File: src/rtl/dsp_ram_arbiter.sv
// Audio RAM read-port arbiter: round-robin over NUM_REQ requesters, optional
// strict priority for requester 0, tagged pipeline routes read data back.
module dsp_ram_arbiter #(
  parameter int NUM_REQ     = 8,
  parameter int ADDR_W      = 16,
  parameter int DATA_W      = 8,
  parameter int RAM_LATENCY = 1,
  parameter int PRIO0       = 1
) (
  input  logic                      clock,
  input  logic                      reset,
  input  logic [NUM_REQ-1:0]        req_valid,
  input  logic [NUM_REQ*ADDR_W-1:0] req_address,
  output logic [NUM_REQ-1:0]        req_ready,
  output logic [NUM_REQ-1:0]        rsp_valid,
  output logic [DATA_W-1:0]         rsp_data,
  output logic [ADDR_W-1:0]         ram_address,
  output logic                      ram_read,
  input  logic [DATA_W-1:0]         ram_data,
  output logic [3:0]                last_grant
);

  localparam logic [NUM_REQ-1:0] ONE =
    {{(NUM_REQ-1){1'b0}}, 1'b1};
  localparam logic [3:0] LAST_RST = 4'(NUM_REQ - 1);

  logic [15:0]       vld_pad;
  logic [ADDR_W-1:0] addr_arr [16];
  logic              gnt_vld;
  logic              gnt_rr;
  logic [3:0]        gnt_id;
  logic [3:0]        idx;

  logic [3:0]         last_grant_q, last_grant_d;
  logic               ram_read_q;
  logic [ADDR_W-1:0]  ram_address_q, ram_address_d;
  logic [RAM_LATENCY:0] tag_v_q;
  logic [3:0]         tag_id_q [RAM_LATENCY+1];
  logic [NUM_REQ-1:0] rsp_valid_q, rsp_valid_d;
  logic [DATA_W-1:0]  rsp_data_q, rsp_data_d;

  always_comb begin
    vld_pad = 16'(req_valid);
    for (int i = 0; i < 16; i++) addr_arr[i] = '0;
    for (int i = 0; i < NUM_REQ; i++)
      addr_arr[i] = req_address[i*ADDR_W +: ADDR_W];
  end

  // Walk the search order backwards so the first hit wins.
  always_comb begin
    gnt_vld = 1'b0;
    gnt_rr  = 1'b0;
    gnt_id  = '0;
    idx     = '0;
    if (reset) begin
      if (PRIO0 != 0 && vld_pad[0]) begin
        gnt_vld = 1'b1;
      end else begin
        for (int j = NUM_REQ; j >= 1; j--) begin
          idx = 4'((int'(last_grant_q) + j) % NUM_REQ);
          if (vld_pad[idx] && !(PRIO0 != 0 && idx == 4'd0)) begin
            gnt_vld = 1'b1;
            gnt_rr  = 1'b1;
            gnt_id  = idx;
          end
        end
      end
    end
  end

  assign req_ready = gnt_vld ? (ONE << gnt_id) : '0;

  always_comb begin
    last_grant_d  = gnt_rr ? gnt_id : last_grant_q;
    ram_address_d = gnt_vld ? addr_arr[gnt_id] : ram_address_q;
    rsp_valid_d   = '0;
    rsp_data_d    = rsp_data_q;
    if (tag_v_q[RAM_LATENCY]) begin
      rsp_valid_d = ONE << tag_id_q[RAM_LATENCY];
      rsp_data_d  = ram_data;
    end
  end

  always_ff @(posedge clock or negedge reset) begin
    if (!reset) begin
      last_grant_q  <= LAST_RST;
      ram_read_q    <= 1'b0;
      ram_address_q <= '0;
      tag_v_q       <= '0;
      for (int i = 0; i <= RAM_LATENCY; i++) tag_id_q[i] <= '0;
      rsp_valid_q   <= '0;
      rsp_data_q    <= '0;
    end else begin
      last_grant_q  <= last_grant_d;
      ram_read_q    <= gnt_vld;
      ram_address_q <= ram_address_d;
      tag_v_q       <= {tag_v_q[RAM_LATENCY-1:0], gnt_vld};
      tag_id_q[0]   <= gnt_id;
      for (int i = 1; i <= RAM_LATENCY; i++)
        tag_id_q[i] <= tag_id_q[i-1];
      rsp_valid_q   <= rsp_valid_d;
      rsp_data_q    <= rsp_data_d;
    end
  end

  assign last_grant  = last_grant_q;
  assign ram_read    = ram_read_q;
  assign ram_address = ram_address_q;
  assign rsp_valid   = rsp_valid_q;
  assign rsp_data    = rsp_data_q;

endmodule

File: config.mk
export PLATFORM = sky130hd
export DESIGN_NAME = dsp_ram_arbiter
export DESIGN_NICKNAME = d
export VERILOG_FILES = /design/src/rtl/dsp_ram_arbiter.sv
export SDC_FILE = /design/constraint.sdc
export NUM_CORES = 1
export LEC_CHECK = 0
export CORE_MARGIN = 3
export CORE_UTILIZATION = 40
export DETAILED_ROUTE_END_ITERATION = 12
export PLACE_DENSITY = 0.83
export SYNTH_ARGS = -nofsm -noshare
export SYNTH_HDL_FRONTEND = slang
export SYNTH_SLANG_ARGS = --single-unit
File: constraint.sdc
create_clock -name clock -period 6.7 [get_ports clock]
set_clock_uncertainty 0.05 [all_clocks]
set_input_delay 2.01 -clock clock [delete_from_list [all_inputs] [get_ports clock]]
set_output_delay 2.01 -clock clock [all_outputs]
set_load 0.03 [all_outputs]
-- Yosys cells after proc, flatten, opt, wreduce, memory -nomap -nowiden
Index checks and enable logic that the tools add are counted.
- output and inout bits: 45
- logic and storage cells: 111
- register bits: 47
- shift operators: 2
- reductions and logical operators: 32
- bitwise operators: 9
- add/sub/neg operators: 8
- muxes and demuxes: 43
- magnitude comparators: 9
- operators with widths (operator ; number):
    $bmux 16 s4 ; 1
    $lt 4x5->1 const B ; 8
    $mux 4 ; 10
    $bmux 1 s4 ; 8
    $logic_not 4->1 ; 8
    $mux 16 ; 2
    $reduce_or 3->1 ; 8
    $mux 1 ; 20
    $mux 8 ; 2
    $shl 1x4->8 const A ; 2
    $add 3x3->3 const B ; 4
    $and 1x1->1 const A ; 8
    $logic_and 1x1->1 ; 8
    $logic_not 1->1 ; 8
    $add 3x1->3 const B ; 2
    $add 3x2->3 const B ; 2
    $ge 5x5->1 const B ; 1
    $not 4->5 ; 1

-- Depth between registers and ports, before layout
Gate-level depths: netlist of run 1.
- depth in word-level cells: 20
- depth in mapped cells: 17
- depth with buffers taken out: 12

-- Least setup slack after synthesis of run 1
No wires, ideal clock.
- path type: input port to output port
- start point: input req_valid[4]
- end point: output req_ready[2]
- buffers on the path: 2
- path slack: 119 ps
- data arrival time: 4521 ps
- required time: 4640 ps
- cell stages on the path: 11
- path through: mux4_2 > or2_1 > a211o_1 > a311oi_1 > a2111o_1 > o2111ai_2 > inv_4 > buf_6 > buf_6 > nand2b_1 > nor2_1
- word-level cells in the longest chain between the ends: 15
- elaborated cells between the ends (all ways): 46
- RTL lines (what ; line ; source):
    start: declaration ; 12 ; input logic [NUM_REQ-1:0] req_valid,
    $bmux 1 s4 ; 61 ; if (vld_pad[idx] && !(PRIO0 != 0 && idx == 4'd0)) begin
    $mux 1 (implied by the code) ; 61 ;
    $logic_and 1x1->1 ; 61 ;
    $mux 4 (7 in a row) ; 61 ;
    $mux 4 (*) ; 61 ;
    $mux 4 (*) ; 56 ; if (PRIO0 != 0 && vld_pad[0]) begin
    $mux 4 (*) ; 55 ; if (reset) begin
    net gnt_id[1] ; 31 ; logic [3:0] gnt_id;
    $shl 1x4->8 (*) ; 71 ; assign req_ready = gnt_vld ? (ONE << gnt_id) : '0;
    $mux 8 (*) ; 71 ;
    end: declaration ; 14 ; output logic [NUM_REQ-1:0] req_ready,
Mark *: on every way through the listed nets, which the timed path passes. The rest lies on a longest branch. The select of a mux whose other input is x is not followed.

-- Worst setup path in the final report of run 1
- start point: input req_valid[2]
- end point: output req_ready[0]
- word-level cells in the longest chain between the ends: 15
- elaborated cells between the ends (all ways): 46
- RTL lines (what ; line):
    $bmux 1 s4 ; 61
    $mux 1 (implied by the code) ; 61
    $logic_and 1x1->1 ; 61
    $mux 4 (8 in a row) ; 61
    $mux 4 ; 56
    $mux 4 ; 55
    $shl 1x4->8 ; 71
    $mux 8 (*) ; 71
Every way passes the cells marked *; elsewhere a longest branch is shown, timed or not. The select of a mux whose other input is x is not followed.

==> flow_summary_export.csv, run 1 <==
group,metric,value,unit
outcome,status,"finished, final reports clean",
sta,fmax,153,MHz
worst_setup_path,cp_cell_sequence,"clkdlybuf4s50_1 > mux4_2 > nand2b_4 > o21ba_4 > nand4_2 > a2111o_1 > o2111ai_4 > nand2b_1 > nor2_1 > buf_4",
synth,yosysSeqAreaShare,30.1,%
worst_setup_path,worstPathMaxFanout,6,
synth,ys_ff_latch,43,
die,ios,191,
die,row_count,33,
detailed_routing,routedWlPerCell,17.7,um
sta,period_share,97.8,%
clock_network,holdBufCountCts,0,
power,finalPower,0.00265,W
clock_network,htree_levels,2,
synth,synth_top_area_cell,"dfrtp_1",
place,gp_congestion,0.902,
sta,hold_viol,0,
synth,synth_nets,542,
clock_network,cts_max_path_buffers,2,
worst_setup_path,crit_family,"compound AO/OA/AOI/OAI gates",
synth,synthArstFlopShare,100,%
worst_setup_path,crit_path_max_incr_delay,0.54,ns
sta,fin_crit,6.55,ns
place,place_area,5590,um^2
place,dp.cells,683,
die,start_util,42.4,%
global_routing,grt_pass1_vias,3772,
die,fp.coreArea,8460,um^2
detailed_routing,viasPerCell,5.46,
die,die_width,101,um
finish,layout.nets,739,
clock_network,clock_sinks,43,
finish,n_fill_cell,688,
finish,fin_cells,693,
finish,drive_gt1_share,17.7,%
finish,area_delta_synth_final,62.4,%
worst_setup_path,endpoint_kind,"output pin",
global_routing,grt_use_total,23.4,%
worst_setup_path,start_kind,"input pin",
global_routing,grt_pass1_wl,18800,um
synth,yosysUniqueCellTypes,62,
flow_run,drv_cap,0,
sta,relSlewSlack,38.8,%
sta,setup_violations,0,
synth,synth_flop_cell,"dfrtp_1",
clock_network,cts_buffers,5,
detailed_routing,via_count,3787,
sta,maxSlewViolCount,0,
finish,antenna_cells,0,
min_path,hold_path_class,"reg -> reg",
die,dieArea,10100,um^2
synth,synthCells,390,
detailed_routing,drtPass1Iterations,4,
power,ir_worst_vdd,0.220,mV
detailed_routing,wl,12200,um
synth,avgSynthCellArea,9.20,um^2
die,die_height,101,um
sta,worst_slew_pin_slew,0.918,ns
sta,rsz0062_at_grt,"false",
synth,synth_top_area_share,27.9,%
synth,yosysWarnings,0,
synth,synthTopCellsByArea,"dfrtp_1, mux2i_1, nand2_1",
place,io_buffers,189,
worst_setup_path,required,4.64,ns
global_routing,grt_max_degree,66,
worst_setup_path,critPathBufInv,2,
clock_network,cts_tree,"done",
synth,synth_edf_count,0,
detailed_routing,drt_iter0_drc,123,
sta,timing.hold.ws,0.307,ns
detailed_routing,drc,0,
clock_network,cts-root-buf,"clkbuf_8",
global_routing,grt_overflow,0,
synth,syn_area,3590,um^2
worst_setup_path,cp_slowest_cell,"mux4_2",
power,power_density,455,nW/um^2
clock_network,insertion_delay,0.30,ns
clock_network,path_clk_slew,0.09,ns
power,leakagePower,2.37,nW
finish,final_area,5830,um^2
place,hpwl,9900,um
global_routing,antenna_found_initial,0,
detailed_routing,drtAntennaViolNets,0,
worst_setup_path,critPathKind,"in -> out",
worst_setup_path,cp.arrival,4.49,ns
-- cell usage in the layout (no fill, tap or decap), types with 2 or more instances in the layout --
master / count
a211oi_2: 2
a21oi_1: 20
a21oi_2: 4
a221oi_1: 3
a31oi_1: 2
and2_4: 2
and3_1: 2
buf_4: 34
bufinv_16: 2
clkbuf_8: 5
clkdlybuf4s50_1: 174
dfrtp_1: 40
dfstp_2: 3
dlymetal6s2s_1: 6
ha_1: 6
inv_1: 6
mux2_2: 13
mux2i_1: 50
mux2i_2: 2
mux2i_4: 2
mux4_2: 3
nand2_1: 59
nand2b_1: 10
nand3_1: 4
nor2_1: 21
nor2_2: 3
nor2b_1: 2
nor3_1: 8
o211ai_1: 2
o21ai_0: 17
o221ai_1: 2
o22a_1: 2
o22ai_1: 10
o22ai_2: 10
or3_1: 18
xor2_1: 2
-- state kept, by name (all words and copies together) (netlist names) --
register,cells
rsp_data,8
ram_address,16
rsp_valid,8
tag_v_q,2
tag_id_q,6
last_grant,3
-- worst paths after layout --
kind / start / to / slack, ns / cells past startpoint
max: req_valid[2] / req_ready[0] / 0.15 / 10
min: tag_id_q[5] / tag_id_q[1] / 0.31 / 0
max reg2reg: last_grant[1] / ram_address[8] / 1.44 / 12
min reg2reg: tag_id_q[5] / tag_id_q[1] / 0.31 / 0
max in group asynchronous: reset / ram_address[11] / 4.45 / 2
min in group asynchronous: reset / rsp_data[6] / 1.76 / 2
-- cells by family after synthesis --
| family | Yosys count | share of synthesized area (%) |
|---|---|---|
| AOI/OAI and AO/OA | 94 | 20.3 |
| buffers and inverters | 35 | 6.62 |
| DFF | 43 | 30.1 |
| adders and majority gates | 6 | 2.09 |
| and+or+nand+nor | 138 | 18.4 |
| other | 1 | 0.105 |
| muxes | 70 | 21.7 |
| xor gates and xnor gates | 3 | 0.732 |
-- synthesized netlist by cell type, drive strengths merged, types with 4 or more instances --
cell type	instances
a21oi	24
a221oi	4
buf	20
clkbuf	7
dfrtp	40
ha	6
inv	8
mux2	13
mux2i	54
nand2	59
nand2b	11
nand3	4
nor2	24
nor3	8
o21ai	19
o22ai	20
or3	18
-- layer usage --
metal | track usage (%) | vias to the layer above | part of all wire, %
met4 | 10.6 | 0 | 3.2
li1 | - | 1814 | -
met1 | 28.9 | 1760 | 39
met5 | 0 | - | 0
met3 | 5.95 | 27 | 8.0
met2 | 38.4 | 186 | 49
-- where the power goes --
part	leakage, nW	internal (W)	total [W]	switching (W)
Combinational	1.77	0.000897	0.00198	0.00108
Clock	0.0644	0.000149	0.000243	0.0000942
Sequential	0.529	0.000354	0.000430	0.0000764
-- worst register-to-register path: cells and delay by family (launching register included) --
kind,cells,cell delay (ns)
AO/OA/AOI/OAI,3,0.83
adder cells (fa/ha/maj),1,0.72
AND/OR/NAND/NOR,4,1.36
buffers and inverters,3,0.79
multiplexers,1,0.62
flip-flops,1,0.75
-- per-stage QoR --
step                      setup TNS [ns]  util (%)  setup WS (ns)
after global placement           -0.0366      66.0        -0.0227
after detailed placement         -0.0421      66.0        -0.0261
final                                  0      68.8          0.146
after floorplan                        0         -          0.119
after CTS                              0      67.9        0.00510
after global routing                   0      68.8         0.0122
-- final cells by class --
type / instances / area (um^2) / area share (%)
Multi-Input combinational cell: 312 / 2340 / 40.1
Timing Repair Buffer: 217 / 2110 / 36.2
Sequential cell: 43 / 1080 / 18.5
Tap cell: 105 / 131 / 2.25
Clock buffer: 5 / 68.8 / 1.18
Clock inverter: 3 / 67.6 / 1.16
Inverter: 8 / 32.5 / 0.558
-- what timing repair did --
action,CTS,global route
setup buffers,0,2
pin swaps,1,6
gates cloned,0,0
endpoints found under the setup margin,2,8
gates resized for setup,5,16
(Power assumes the default switching activity.)
==> run 2: changes to the inputs <==
--- a/config.mk
+++ b/config.mk
@@ -6,9 +6,11 @@
 export NUM_CORES = 1
 export LEC_CHECK = 0
 export CORE_MARGIN = 3
-export CORE_UTILIZATION = 40
+export CORE_UTILIZATION = 43
 export DETAILED_ROUTE_END_ITERATION = 12
-export PLACE_DENSITY = 0.83
+export PLACE_DENSITY = 0.88
+export SETUP_SLACK_MARGIN = 0.1
+export SKIP_LAST_GASP = 1
 export SYNTH_ARGS = -nofsm -noshare
 export SYNTH_HDL_FRONTEND = slang
 export SYNTH_SLANG_ARGS = --single-unit
==> constraint.sdc (replaced) <==
create_clock -name clock -period 7.8 [get_ports clock]
set_clock_uncertainty 0.05 [all_clocks]
set_input_delay 2.34 -clock clock [delete_from_list [all_inputs] [get_ports clock]]
set_output_delay 2.34 -clock clock [all_outputs]
set_load 0.03 [all_outputs]
==> run 2 against run 1 <==
Effect of this change: final area fell by 4.1%; critical path depth increased by 1; first-iteration DRC count is 52% higher; total power is 21% lower; via count is 0.48% lower; routed wire length decreased by 2.6%; combinational power decreased by 20%; worst hold slack worse by 0.0031 ns.
==> flow_summary_export.csv, run 2 (synthesized netlist as in run 1, its figures left out) <==
group,metric,value,unit
finish,antenna_cells,0,
place,gp_congestion,0.923,
clock_network,cts_max_path_buffers,2,
sta,maxSlewViolCount,0,
finish,n_fill_cell,618,
clock_network,path_clk_slew,0.09,ns
die,start_util,45.3,%
worst_setup_path,endpoint_kind,"output pin",
power,clockPowerShare,7.1,%
detailed_routing,drt_iter0_drc,187,
power,combPwrFrac,75.2,%
worst_setup_path,crit_family,"buffers and inverters",
place,hpwl,9490,um
die,fp.coreArea,7930,um^2
power,ir_worst_vdd,0.208,mV
global_routing,grt_pass1_vias,3820,
sta,worst_slew_pin_slew,0.930,ns
sta,rsz0062_at_grt,"false",
worst_setup_path,start_kind,"input pin",
die,ios,191,
worst_setup_path,worstPathMaxFanout,11,
worst_setup_path,critPathKind,"in -> out",
finish,layout.nets,726,
die,die_width,97.4,um
clock_network,clock_sinks,43,
sta,fmax,132,MHz
clock_network,htree_levels,2,
detailed_routing,viasPerCell,5.57,
detailed_routing,routedWlPerCell,17.6,um
sta,timing.final.ws_setup,0.249,ns
clock_network,cts_buffers,5,
min_path,hold_end,"tag_id_q[2]",
finish,drive_gt1_share,13.2,%
outcome,status,"finished, final reports clean",
worst_setup_path,worstSetupStartpoint,"req_valid[4]",
place,dp_slack,0.0676,ns
clock_network,holdBufCountCts,0,
finish,area_delta_synth_final,55.8,%
flow_run,drv_cap,0,
worst_setup_path,required,5.41,ns
worst_setup_path,critPathBufInv,3,
global_routing,grt_max_degree,66,
worst_setup_path,crit_path_max_incr_delay,0.54,ns
detailed_routing,drtAntennaViolNets,0,
finish,largest_reg_flops,16,
place,io_buffers,189,
global_routing,grt_use_total,24.2,%
min_path,holdCritStartpoint,"tag_id_q[6]",
worst_setup_path,r2r-end,"ram_address[8]",
sta,setup_violations,0,
global_routing,grt_pass1_wl,18900,um
sta,fin_crit,7.55,ns
die,die_height,97.4,um
worst_setup_path,cp.arrival,5.16,ns
clock_network,cts_setup_buffers,0,
sta,timing.hold.ws,0.304,ns
detailed_routing,drc,0,
power,sw_frac_of_total,49.5,%
power,power_switching,0.00104,W
sta,hold_viol,0,
finish,final_cell_mix,"clkdlybuf4s50_1, nand2_1, mux2i_1",
detailed_routing,wl,11900,um
place,dp.cells,668,
finish,fin_cells,677,
worst_setup_path,r2r_start,"last_grant[1]",
sta,period_share,96.8,%
min_path,min_path_cells,0,
clock_network,insertion_delay,0.30,ns
power,power_density,375,nW/um^2
clock_network,cts-root-buf,"clkbuf_8",
min_path,hold_path_class,"reg -> reg",
finish,layout_commonest_cell,"clkdlybuf4s50_1",
sta,fin_tns_setup,0,ns
detailed_routing,drtPass1Iterations,5,
worst_setup_path,r2r_cells,13,
clock_network,cts_tree,"done",
worst_setup_path,cp_cell_sequence,"clkdlybuf4s50_1 > mux4_2 > and2_4 > o21ba_4 > nand4_2 > a2111o_1 > o2111ai_2 > buf_6 > nand2b_1 > nor2_1 > buf_4",
die,dieArea,9480,um^2
detailed_routing,via_count,3769,
die,row_count,32,
sta,relSlewSlack,38.0,%
global_routing,grt_overflow,0,
power,p_seq_share,17.7,%
power,finalPower,0.00210,W
global_routing,antenna_found_initial,0,
worst_setup_path,cp_slowest_cell,"mux4_2",
power,intPower,0.00106,W
power,leakagePower,2.22,nW
worst_setup_path,r2r_slack,2.57,ns
## run 2: cell types whose count changed in the layout (fill, tap and decap cells not counted), moves of 2 or more
cell and change:
a21oi_1 +2, a21oi_2 -2, clkdlybuf4s50_1 +6, dlygate4sd2_1 +2, bufinv_16 -2, mux2i_1 +2, buf_4 -16, nor2_1 +3
dlymetal6s2s_1 -6, mux2i_2 -2, nor2_2 -3
## run 2: cell type report
type                       instances  area (um^2)  area share, %
clock buffer                       5         68.8           1.23
multi-input combinational        312         2270           40.6
sequential                        43         1080           19.3
clock inverter                     3         23.8          0.425
inverter                           8         32.5          0.582
tap                              102          128           2.28
timing repair buffer             204         1990           35.5
## run 2: worst max-delay path by stage
stage / end / slack [ns] / cells past startpoint
3_3_place_gp: req_ready[5] / 0.11 / 10
3_5_place_dp: req_ready[5] / 0.07 / 10
5_1_grt: req_ready[0] / 0.12 / 11
6_report: req_ready[0] / 0.25 / 11
4_1_cts: req_ready[0] / 0.15 / 11
2_1_floorplan: req_ready[2] / 0.56 / 11
## run 2: metrics by stage
stage	util, %	cell area, um^2
final	70.5	5590
after global routing	70.5	5590
after CTS	70.4	5580
after detailed placement	69.2	5490
after global placement	69.2	5490
after floorplan	-	3590
## run 2: repair_timing
item | CTS | global route
gates resized for setup | 2 | 2
cloned | 0 | 1
endpoints found under the setup margin | 2 | 3
## run 2: power by group through the flow
stage	Sequential (W)	Clock [W]	Combinational, W
final	0.000372	0.000149	0.00158
after CTS	0.000372	0.000151	0.00156
after detailed placement	0.000375	0	0.00156
after global routing	0.000384	0.000160	0.00171
after floorplan	0.000468	0	0.00106
after global placement	0.000372	0	0.00155
## run 2: per-layer routing
| metal | share of wire, % | vias to the layer above | global-route usage (%) |
|---|---|---|---|
| met5 | 0 | - | 0 |
| met4 | 2.2 | 0 | 7.35 |
| met3 | 7.3 | 21 | 5.31 |
| met2 | 52 | 194 | 42.9 |
| met1 | 39 | 1762 | 29.2 |
| li1 | - | 1792 | - |
## run 2: worst register-to-register path: cells and delay by family, from the launching register on
| kind | cells | cell delay (ns) |
|---|---|---|
| mux | 2 | 0.85 |
| simple gates | 1 | 0.35 |
| compound gates | 6 | 1.29 |
| buf+inv | 3 | 1.15 |
| flops | 1 | 0.75 |
| fa+ha+maj | 1 | 0.68 |
